--- config.mk ---
export PLATFORM = sky130hd
export DESIGN_NAME = ibex_data_bus_ctrl
export DESIGN_NICKNAME = d
export VERILOG_FILES = /design/src/rtl/ibex_pkg.sv /design/src/rtl/ibex_lsu_align.sv /design/src/rtl/ibex_data_bus_ctrl.sv
export SDC_FILE = /design/constraint.sdc
export NUM_CORES = 1
export LEC_CHECK = 0
export CORE_MARGIN = 5
export CORE_UTILIZATION = 60
export DETAILED_ROUTE_END_ITERATION = 7
export DONT_BUFFER_PORTS = 1
export GPL_TIMING_DRIVEN = 1
export PLACE_DENSITY = 0.88
export SLEW_MARGIN = 10
export SYNTH_ARGS = -nofsm -noshare
export SYNTH_HDL_FRONTEND = slang
export SYNTH_SLANG_ARGS = --single-unit
--- constraint.sdc ---
create_clock -name clk_i -period 6.65 [get_ports clk_i]
set_input_delay 0.3325 -clock clk_i [delete_from_list [all_inputs] [get_ports clk_i]]
set_output_delay 0.3325 -clock clk_i [all_outputs]
set_load 0.05 [all_outputs]
--- src/rtl/ibex_pkg.sv ---
// Shared types for the load/store path: access size encoding, the bus
// controller FSM states, and the helper that decides when an access spans two words.
package ibex_pkg;

  typedef enum logic [1:0] {
    LSU_WORD = 2'b00,
    LSU_HALF = 2'b01,
    LSU_BYTE = 2'b10
  } lsu_type_e;

  typedef enum logic [2:0] {
    IDLE,
    WAIT_GNT_MIS,
    WAIT_RVALID_MIS,
    WAIT_GNT,
    WAIT_RVALID,
    MIS_ERR
  } ls_fsm_e;

  // An access needs two bus words when its bytes run past lane 3.
  function automatic logic lsu_is_split(lsu_type_e lsu_type, logic [1:0] offset);
    return ((lsu_type == LSU_WORD) && (offset != 2'b00)) ||
           ((lsu_type == LSU_HALF) && (offset == 2'b11));
  endfunction

endpackage

--- src/rtl/ibex_lsu_align.sv ---
// Combinational formatting for the data bus: byte enables per part, store data
// rotation into byte lanes, and load data extraction plus zero/sign extension.
module ibex_lsu_align
  import ibex_pkg::*;
(
  input  lsu_type_e   lsu_type,
  input  logic [1:0]  offset,
  input  logic        part,
  input  logic        sign_ext,
  input  logic [31:0] wdata,
  input  logic [31:0] rdata,
  input  logic [31:0] rdata_q,
  output logic [3:0]  be,
  output logic [31:0] wdata_rot,
  output logic [31:0] rdata_ext
);

  logic [7:0]  be_base;
  logic [7:0]  be_span;
  logic [63:0] rdata_cat;
  logic [31:0] rdata_sh;

  // Shifting an 8-lane mask leaves the second word's lanes in the upper nibble.
  always_comb begin
    be_base = 8'b0000_0001;
    case (lsu_type)
      LSU_WORD: be_base = 8'b0000_1111;
      LSU_HALF: be_base = 8'b0000_0011;
      default:  be_base = 8'b0000_0001;
    endcase
    be_span = be_base << offset;
    be      = part ? be_span[7:4] : be_span[3:0];
  end

  always_comb begin
    wdata_rot = wdata;
    case (offset)
      2'd1:    wdata_rot = {wdata[23:0], wdata[31:24]};
      2'd2:    wdata_rot = {wdata[15:0], wdata[31:16]};
      2'd3:    wdata_rot = {wdata[7:0],  wdata[31:8]};
      default: wdata_rot = wdata;
    endcase
  end

  // The second part's word sits above the first part's captured word.
  assign rdata_cat = part ? {rdata, rdata_q} : {32'b0, rdata};
  assign rdata_sh  = rdata_cat[{offset, 3'b000} +: 32];

  always_comb begin
    rdata_ext = rdata_sh;
    case (lsu_type)
      LSU_HALF: rdata_ext = {{16{sign_ext & rdata_sh[15]}}, rdata_sh[15:0]};
      LSU_BYTE: rdata_ext = {{24{sign_ext & rdata_sh[7]}},  rdata_sh[7:0]};
      default:  rdata_ext = rdata_sh;
    endcase
  end

endmodule

--- src/rtl/ibex_data_bus_ctrl.sv ---
// Load/store bus controller: issues one LSU access at a time on the req/gnt/rvalid
// data bus, splitting word-crossing accesses into two transactions.
module ibex_data_bus_ctrl
  import ibex_pkg::*;
#(
  parameter logic SplitMisaligned = 1'b1
) (
  input  logic        clk_i,
  input  logic        rst_i,
  input  logic        lsu_req_i,
  input  logic        lsu_we_i,
  input  lsu_type_e   lsu_type_i,
  input  logic        lsu_sign_ext_i,
  input  logic [31:0] lsu_addr_i,
  input  logic [31:0] lsu_wdata_i,
  output logic        lsu_req_done_o,
  output logic        lsu_busy_o,
  output logic        data_req_o,
  input  logic        data_gnt_i,
  output logic [31:0] data_addr_o,
  output logic        data_we_o,
  output logic [3:0]  data_be_o,
  output logic [31:0] data_wdata_o,
  input  logic        data_rvalid_i,
  input  logic        data_err_i,
  input  logic [31:0] data_rdata_i,
  output logic [31:0] lsu_rdata_o,
  output logic        lsu_rdata_valid_o,
  output logic        lsu_resp_valid_o,
  output logic        lsu_resp_err_o,
  output logic        load_err_o,
  output logic        store_err_o,
  output logic [31:0] addr_last_o,
  output ls_fsm_e     fsm_state_o
);

  // Bus handshake: a transaction is issued in the cycle where data_req_o and
  // data_gnt_i are both high; its single response is the next data_rvalid_i pulse.
  // lsu_req_i stays high with stable fields until lsu_req_done_o is seen.

  ls_fsm_e     state_q, state_d;
  logic        we_q, sext_q, err_q;
  lsu_type_e   type_q;
  logic [31:0] addr_q, wdata_q, rdata_q, addr_last_q;

  logic        in_idle, split, part;
  lsu_type_e   cur_type;
  logic [31:0] cur_addr, cur_wdata, word_addr, second_addr;
  logic [3:0]  be;
  logic [31:0] wdata_rot, rdata_ext;
  logic        req, done, resp_valid, resp_err, accept, capture, second_err;

  // In IDLE the bus fields come straight from the request, afterwards from the latches.
  assign in_idle     = (state_q == IDLE);
  assign cur_type    = in_idle ? lsu_type_i  : type_q;
  assign cur_addr    = in_idle ? lsu_addr_i  : addr_q;
  assign cur_wdata   = in_idle ? lsu_wdata_i : wdata_q;
  assign split       = lsu_is_split(cur_type, cur_addr[1:0]);
  assign part        = split & ((state_q == WAIT_GNT) | (state_q == WAIT_RVALID));
  assign second_addr = {addr_q[31:2], 2'b00} + 32'd4;
  assign word_addr   = {cur_addr[31:2], 2'b00} + (part ? 32'd4 : 32'd0);

  ibex_lsu_align u_align (
    .lsu_type  (cur_type),
    .offset    (cur_addr[1:0]),
    .part      (part),
    .sign_ext  (in_idle ? lsu_sign_ext_i : sext_q),
    .wdata     (cur_wdata),
    .rdata     (data_rdata_i),
    .rdata_q   (rdata_q),
    .be        (be),
    .wdata_rot (wdata_rot),
    .rdata_ext (rdata_ext)
  );

  always_comb begin
    state_d    = state_q;
    req        = 1'b0;
    done       = 1'b0;
    resp_valid = 1'b0;
    resp_err   = 1'b0;
    accept     = 1'b0;
    capture    = 1'b0;
    second_err = 1'b0;
    case (state_q)
      IDLE: begin
        if (lsu_req_i) begin
          accept = 1'b1;
          if (split && !SplitMisaligned) begin
            state_d = MIS_ERR;
            done    = 1'b1;
          end else begin
            req = 1'b1;
            if (data_gnt_i) begin
              state_d = split ? WAIT_RVALID_MIS : WAIT_RVALID;
              done    = ~split;
            end else begin
              state_d = split ? WAIT_GNT_MIS : WAIT_GNT;
            end
          end
        end
      end
      WAIT_GNT_MIS: begin
        req = 1'b1;
        if (data_gnt_i) state_d = WAIT_RVALID_MIS;
      end
      WAIT_RVALID_MIS: begin
        // The second part goes out even if the first one errored.
        if (data_rvalid_i) begin
          capture = 1'b1;
          state_d = WAIT_GNT;
        end
      end
      WAIT_GNT: begin
        req = 1'b1;
        if (data_gnt_i) begin
          state_d = WAIT_RVALID;
          done    = 1'b1;
        end
      end
      WAIT_RVALID: begin
        if (data_rvalid_i) begin
          resp_valid = 1'b1;
          resp_err   = err_q | data_err_i;
          second_err = split & data_err_i & ~err_q;
          state_d    = IDLE;
        end
      end
      MIS_ERR: begin
        resp_valid = 1'b1;
        resp_err   = 1'b1;
        state_d    = IDLE;
      end
      default: state_d = IDLE;
    endcase
  end

  always_ff @(posedge clk_i) begin
    if (rst_i) begin
      state_q     <= IDLE;
      we_q        <= 1'b0;
      type_q      <= LSU_WORD;
      sext_q      <= 1'b0;
      addr_q      <= '0;
      wdata_q     <= '0;
      rdata_q     <= '0;
      err_q       <= 1'b0;
      addr_last_q <= '0;
    end else begin
      state_q <= state_d;
      if (accept) begin
        we_q        <= lsu_we_i;
        type_q      <= lsu_type_i;
        sext_q      <= lsu_sign_ext_i;
        addr_q      <= lsu_addr_i;
        wdata_q     <= lsu_wdata_i;
        err_q       <= 1'b0;
        addr_last_q <= lsu_addr_i;
      end
      if (capture) begin
        rdata_q <= data_rdata_i;
        err_q   <= data_err_i;
      end
      if (second_err) addr_last_q <= second_addr;
    end
  end

  // Every output is forced low while reset is asserted.
  assign data_req_o        = ~rst_i & req;
  assign data_addr_o       = rst_i ? '0 : word_addr;
  assign data_we_o         = ~rst_i & (in_idle ? lsu_we_i : we_q);
  assign data_be_o         = rst_i ? '0 : be;
  assign data_wdata_o      = rst_i ? '0 : wdata_rot;
  assign lsu_req_done_o    = ~rst_i & done;
  assign lsu_busy_o        = ~rst_i & ~in_idle;
  assign lsu_resp_valid_o  = ~rst_i & resp_valid;
  assign lsu_resp_err_o    = ~rst_i & resp_err;
  assign lsu_rdata_o       = rst_i ? '0 : rdata_ext;
  assign lsu_rdata_valid_o = lsu_resp_valid_o & ~we_q & ~lsu_resp_err_o;
  assign load_err_o        = lsu_resp_err_o & ~we_q;
  assign store_err_o       = lsu_resp_err_o & we_q;
  assign addr_last_o       = rst_i ? '0 : (second_err ? second_addr : addr_last_q);
  assign fsm_state_o       = rst_i ? IDLE : state_q;

endmodule
; ---- After elaboration in Yosys (flattened, before gate mapping)
; Cells that the tools add are included.
[totals]
in_bits = 106
word_cells = 106
output_inout_bits = 144
regBits = 136
[classes]
addsub = 2
bitwise = 23
n_reduce_logical = 10
n_shift = 2
muxes = 45
n_eq_ne = 15
[op_table]
columns = operator, count
row1 = $mux 32, 9
row2 = $pmux 32 s3, 1
row3 = $mux 64, 1
row4 = $pmux 32 s2, 1
row5 = $shiftx 64x6->32, 1
row6 = $add 32x3->32, 1
row7 = $add 32x3->32 const B, 1
row8 = $mux 3, 9
row9 = $and 1x1->1, 15
row10 = $pmux 3 s5, 1
row11 = $mux 1, 14
row12 = $ne 2x2->1 const B, 5
row13 = $mux 4, 2
row14 = $pmux 1 s2, 4
row15 = $pmux 4 s2, 1
row16 = $shl 4x2->8, 1
row17 = $eq 2x2->1 const B, 3
row18 = $eq 3x2->1 const B, 2
row19 = $eq 3x3->1 const B, 2
row20 = $not 1->1, 6
row21 = $reduce_bool 2->1, 3
row22 = $reduce_and 5->1, 1
row23 = $eq 2x1->1 const B, 2
row24 = $mux 2, 2
row25 = other kinds (7), 9

; ---- Longest topological paths before layout
[depth]
depth_word = 11
ltp_mapped = 22

; ---- By module
; A second synthesis with hierarchy kept.
[hier_totals]
hier_cells = 1499
hier_area_um2 = 10767.8
[modules_own_cells]
columns = mod, n_inst, cells_each, seq_area_each_um2, area_per_inst_um2
row1 = ibex_data_bus_ctrl, 1, 1237, 2722.6, 8439.3
row2 = ibex_lsu_align, 1, 262, 0.0, 2328.5

; ---- Worst setup path after synthesis
; No wires, ideal clock.
[synth_path]
kind = flip-flop to output port
from = register state_q[2]
to = output port lsu_rdata_o[2]
setup_slack_ns = 0.472
stages_incl_launch_ff = 16
arrival_time_ns = 5.845
cell_sequence = dfxtp_1 buf_6 nor3_4 buf_2 buf_1 clkbuf_1 mux2i_1 inv_1 ha_1 nand3_1 a22o_1 buf_2 buf_2 buf_2 mux2i_1 a2111oi_0
[synth_via]
elab_chain_cells = 10
word_cells_on_any_way = 18
cone_classes = eq/ne (4) / shift (1) / mux (5) / bitwise (2) / reduce/logical (6)
[synth_rtl]
columns = element, line_no
row1 = from (decl), ibex_data_bus_ctrl.sv:41  ; ls_fsm_e state_q, state_d;
row2 = from (signal assigned), ibex_data_bus_ctrl.sv:150  ; state_q <= state_d;
row3 = $logic_not 3->1, ibex_data_bus_ctrl.sv:54  ; assign in_idle = (state_q == IDLE);
row4 = $mux 2 / $mux 32 (equally long branches), "ibex_data_bus_ctrl.sv:55, ibex_data_bus_ctrl.sv:56"
row5 = "$eq 2x1->1, or another cell as far along", ibex_pkg.sv:23  ; ((lsu_type == LSU_HALF) && (offset == 2'b11));
row6 = $logic_and 1x1->1 (on tied branches), "ibex_pkg.sv:23, ibex_pkg.sv:22"
row7 = $logic_or 1x1->1, ibex_pkg.sv:22  ; return ((lsu_type == LSU_WORD) && (offset != 2'b00)) ||
row8 = $and 1x1->1, ibex_data_bus_ctrl.sv:59  ; assign part = split & ((state_q == WAIT_GNT) | (state_q == WAIT_RVALID));
row9 = $mux 64, ibex_lsu_align.sv:46  ; assign rdata_cat = part ? {rdata, rdata_q} : {32'b0, rdata};
row10 = $shiftx 64x6->32 *, ibex_lsu_align.sv:47  ; assign rdata_sh = rdata_cat[{offset, 3'b000} +: 32];
row11 = $pmux 32 s2 *, ibex_lsu_align.sv:51  ; case (lsu_type)
row12 = $mux 32 *, ibex_data_bus_ctrl.sv:178  ; assign lsu_rdata_o = rst_i ? '0 : rdata_ext;
row13 = to (decl), ibex_data_bus_ctrl.sv:27  ; output logic [31:0] lsu_rdata_o,
; Every way passes the cells marked *; elsewhere a longest branch is shown, timed or not.

; ---- Worst setup path in the final report
[layout_path]
from = register state_q[2]
to = output port data_addr_o[12]
[layout_via]
elab_chain_cells = 9
word_cells_on_any_way = 17
cone_classes = add/sub (1) / eq/ne (4) / mux (4) / bitwise (2) / reduce/logical (6)
[layout_rtl]
columns = element, line_no
row1 = $logic_not 3->1, ibex_data_bus_ctrl.sv:54
row2 = $mux 2 / $mux 32 (equally long branches), "ibex_data_bus_ctrl.sv:55, ibex_data_bus_ctrl.sv:56"
row3 = "$eq 2x1->1, or another cell as far along", ibex_pkg.sv:23
row4 = $logic_and 1x1->1 (on tied branches), "ibex_pkg.sv:23, ibex_pkg.sv:22"
row5 = $logic_or 1x1->1, ibex_pkg.sv:22
row6 = $and 1x1->1, ibex_data_bus_ctrl.sv:59
row7 = $mux 3, ibex_data_bus_ctrl.sv:61  ; assign word_addr = {cur_addr[31:2], 2'b00} + (part ? 32'd4 : 32'd0);
row8 = $add 32x3->32 *, ibex_data_bus_ctrl.sv:61
row9 = $mux 32 *, ibex_data_bus_ctrl.sv:170  ; assign data_addr_o = rst_i ? '0 : word_addr;
row10 = to (decl), ibex_data_bus_ctrl.sv:20  ; output logic [31:0] data_addr_o,
; Marks and branches as above.

==> out/results.txt <==
Slowest library cell on the worst path: a211oi_2
Lkg Pwr: 0.00429 uW
RePlAce Congestion: 0.962
Die W: 142 um
Core box area: 17200 um^2
Top Ports: 250
RR Endpoint: addr_last_q[3]
CTS Sinks: 134
CP cell instances: nor3_4, mux2i_1, ha_1, nand3_1, a22o_2, inv_2, ha_1, ha_1, o21a_1, nand4_1, o31a_1, a211oi_2
Row cnt: 48
Worst slew pin tran: 1.29 ns
Maximum number of pins on one net before global-route repair: 178
Area Overhead vs Synth: 7.68%
DR vias: 10903
Internal power: 2010 uW
Gr ovfl total: 0
Slew HR: 0.143
CTS Hold Buffers Added: 3
Die Y: 142 um
Starting DRC count in detailed routing: 1135
Crit path time final: 5.53 ns
Vias in the first global route: 10227
Post-CTS sizing: 0
NetSw: 1810 uW
Crit end category: output port
Mean area per synthesized cell: 6.94 um^2
CTS buffer count: 17
Clk buf depth: 2
Worst EP required: 6.32 ns
Reg clk slew, reported paths: 0.06 ns
Most used cell, CP: ha_1
Clock power share: 0.269
Slowest cell delay on critical path: 0.76 ns
IO Port Bufs: 0
Pwr dens: 341 nW/um^2
Setup CP Type: register to output port
Routed wire length: 33600 um
DRC viols: 0
Post-CTS setup buffer count: 0
Comb power frac: 0.478
Setup crit end: data_addr_o[12]
Critical path arrival: 5.20 ns
Fin util: 0.653
Async SR Flop Fraction: 0
Most frequent cell after synthesis: nand2_1
Period utilization: 0.832
NumNets Final: 1520
Switching Share: 0.473
Initial antenna violation count: 0
Final Hold Fails: 0
Initial Util: 0.606
Min-Delay Path Class: input port to register
Post-synth EDFFs: 0
Routed wire per std cell: 20.4 um
Syn Std Cell Area: 10400 um^2
Cell taking the most area after synthesis: dfxtp_1
Design Power: 3820 uW
Detailed-placement wirelength estimate: 22300 um
Fin. max-slew vios: 0
Setup crit start kind: register
Cell variety after synth: 66
H-tree depth: 4
Post-synth top cells: nand2_1, a21oi_1, dfxtp_1
Status: finished, final reports clean
Max Fclk: 181 MHz
GRT Total Usage: 0.321
Worst VDD drop: 0.215 mV
Main synth FF type: dfxtp_1
Crit path from: state_q[2]
Max-cap viol count: 0
Root Buffer: clkbuf_16
CP max FO: 19
Warnings from Yosys: 0
Placed Instances: 1607
RSZ-0062 raised after global routing: false
Register bit total from synthesis: 134
Sequential share of power: 0.253
Clock latency on the worst-skew pair: 0.43 ns
Final setup vio count: 0
Synth Instances: 1500
Fin Setup TNS: 0 ns
Flop2flop setup slack: 2.89 ns
Post-route ant nets: 0
Filler Cell Count: 1477
Worst r2r path cells: 9
Ratio of cells with drive above 1 in the final layout: 0.101
First-pass GRT wire length: 52800 um
Cell Count, Final, Fillers Out: 1644
Post-Route Skew: 0.0119 ns
DRT Pass-1 Iters: 6
CTS tree: built
Post-synthesis sequential area ratio: 0.258
Synth top area cells: dfxtp_1, nand2_1, mux2i_1, a21oi_1, nor2_1
Die ar.: 20100 um^2
Diode count: 0
Vias per cell: 6.63
Reg2reg start: state_q[2]
Top-area cell type share of the netlist area: 0.258
Hold path startpoint: lsu_wdata_i[28]
==> per-stage QoR <==
stage                     cell area, um^2  hold slack [ns]  worst slack, ns
after floorplan                     10400            0.436            0.472
after global placement              10500            0.420             1.85
after detailed placement            10500            0.424             1.65
after CTS                           11200          0.00141             1.19
after global routing                11200           0.0134            0.738
final                               11200           0.0314             1.12
==> critical path: cells and delay by family (launching register included) <==
| family | cells | cell delay (ns) |
|---|---|---|
| multiplexers | 1 | 0.38 |
| AO/OA/AOI/OAI | 4 | 1.76 |
| flip-flops | 1 | 0.51 |
| buffers and inverters | 1 | 0.29 |
| AND/OR/NAND/NOR | 3 | 0.97 |
| adder cells (fa/ha/maj) | 3 | 0.87 |
==> sequential cells by signal (all words and copies together), names as in the netlist <==
signal and cells:
addr_last_q 32, addr_q 32, err_q 1, rdata_q 30, sext_q 1, state_q 3
type_q 2, wdata_q 32, we_q 1
==> cell families after synthesis <==
| logic type | share of synthesized area |
|---|---|
| AOI/OAI and AO/OA | 0.224 |
| xor gates and xnor gates | 0.0404 |
| adders and majority gates | 0.00961 |
| buffers and inverters | 0.0639 |
| DFF | 0.258 |
| muxes | 0.130 |
| other | 0.000360 |
| and+or+nand+nor | 0.275 |
==> power by group through the flow <==
stage / sequential [uW] / combinational (uW) / clock, uW
final: 966 / 1830 / 1030
after global routing: 978 / 1950 / 1070
after CTS: 964 / 1810 / 1040
after detailed placement: 982 / 1790 / 0
after global placement: 975 / 1760 / 0
after floorplan: 941 / 1530 / 0
==> final cells by class <==
cell class / instances / area [um^2] / area share
multi-input cells: 1213 / 7350 / 0.655
clock inverters: 11 / 173 / 0.0154
repair buffers: 24 / 210 / 0.0187
well taps: 225 / 282 / 0.0251
inverters: 16 / 60.1 / 0.00535
clock buffers: 21 / 460 / 0.0411
flip-flops and latches: 134 / 2680 / 0.239
==> cell usage in the layout (no fill, tap or decap), drive strengths merged, types with 8 or more instances in the layout <==
cell and count:
nor3 47, a211oi 36, dfxtp 134, a31oi 56
nor4 12, buf 20, nand4 13, xor2 28
a21oi 174, mux2i 122, nand2 379, inv 17
o211ai 8, and4 11, o21ai 39, o22ai 8
ha 8, nand3 46, nor2 98, xnor2 20
clkbuf 21
==> per-layer routing <==
metal  vias up  track usage  routed length [um]
met5         -            0                   0
met4         0        0.131                1240
met3       101       0.0920                3750
met2       646        0.541               15900
met1      5061        0.384               12700
li1       5095            -                   -
==> how the worst min path moves through the flow <==
stage                        to  slack, ns  depth (start not counted)
floorplan            rdata_q[0]       0.44                          2
finish              wdata_q[28]       0.03                          2
CTS                 rdata_q[25]      0.001                          1
detailed placement  wdata_q[27]       0.42                          1
global route         wdata_q[9]       0.01                          2
global placement    rdata_q[26]       0.42                          1
Note: power is estimated with default switching activity, not from simulation.
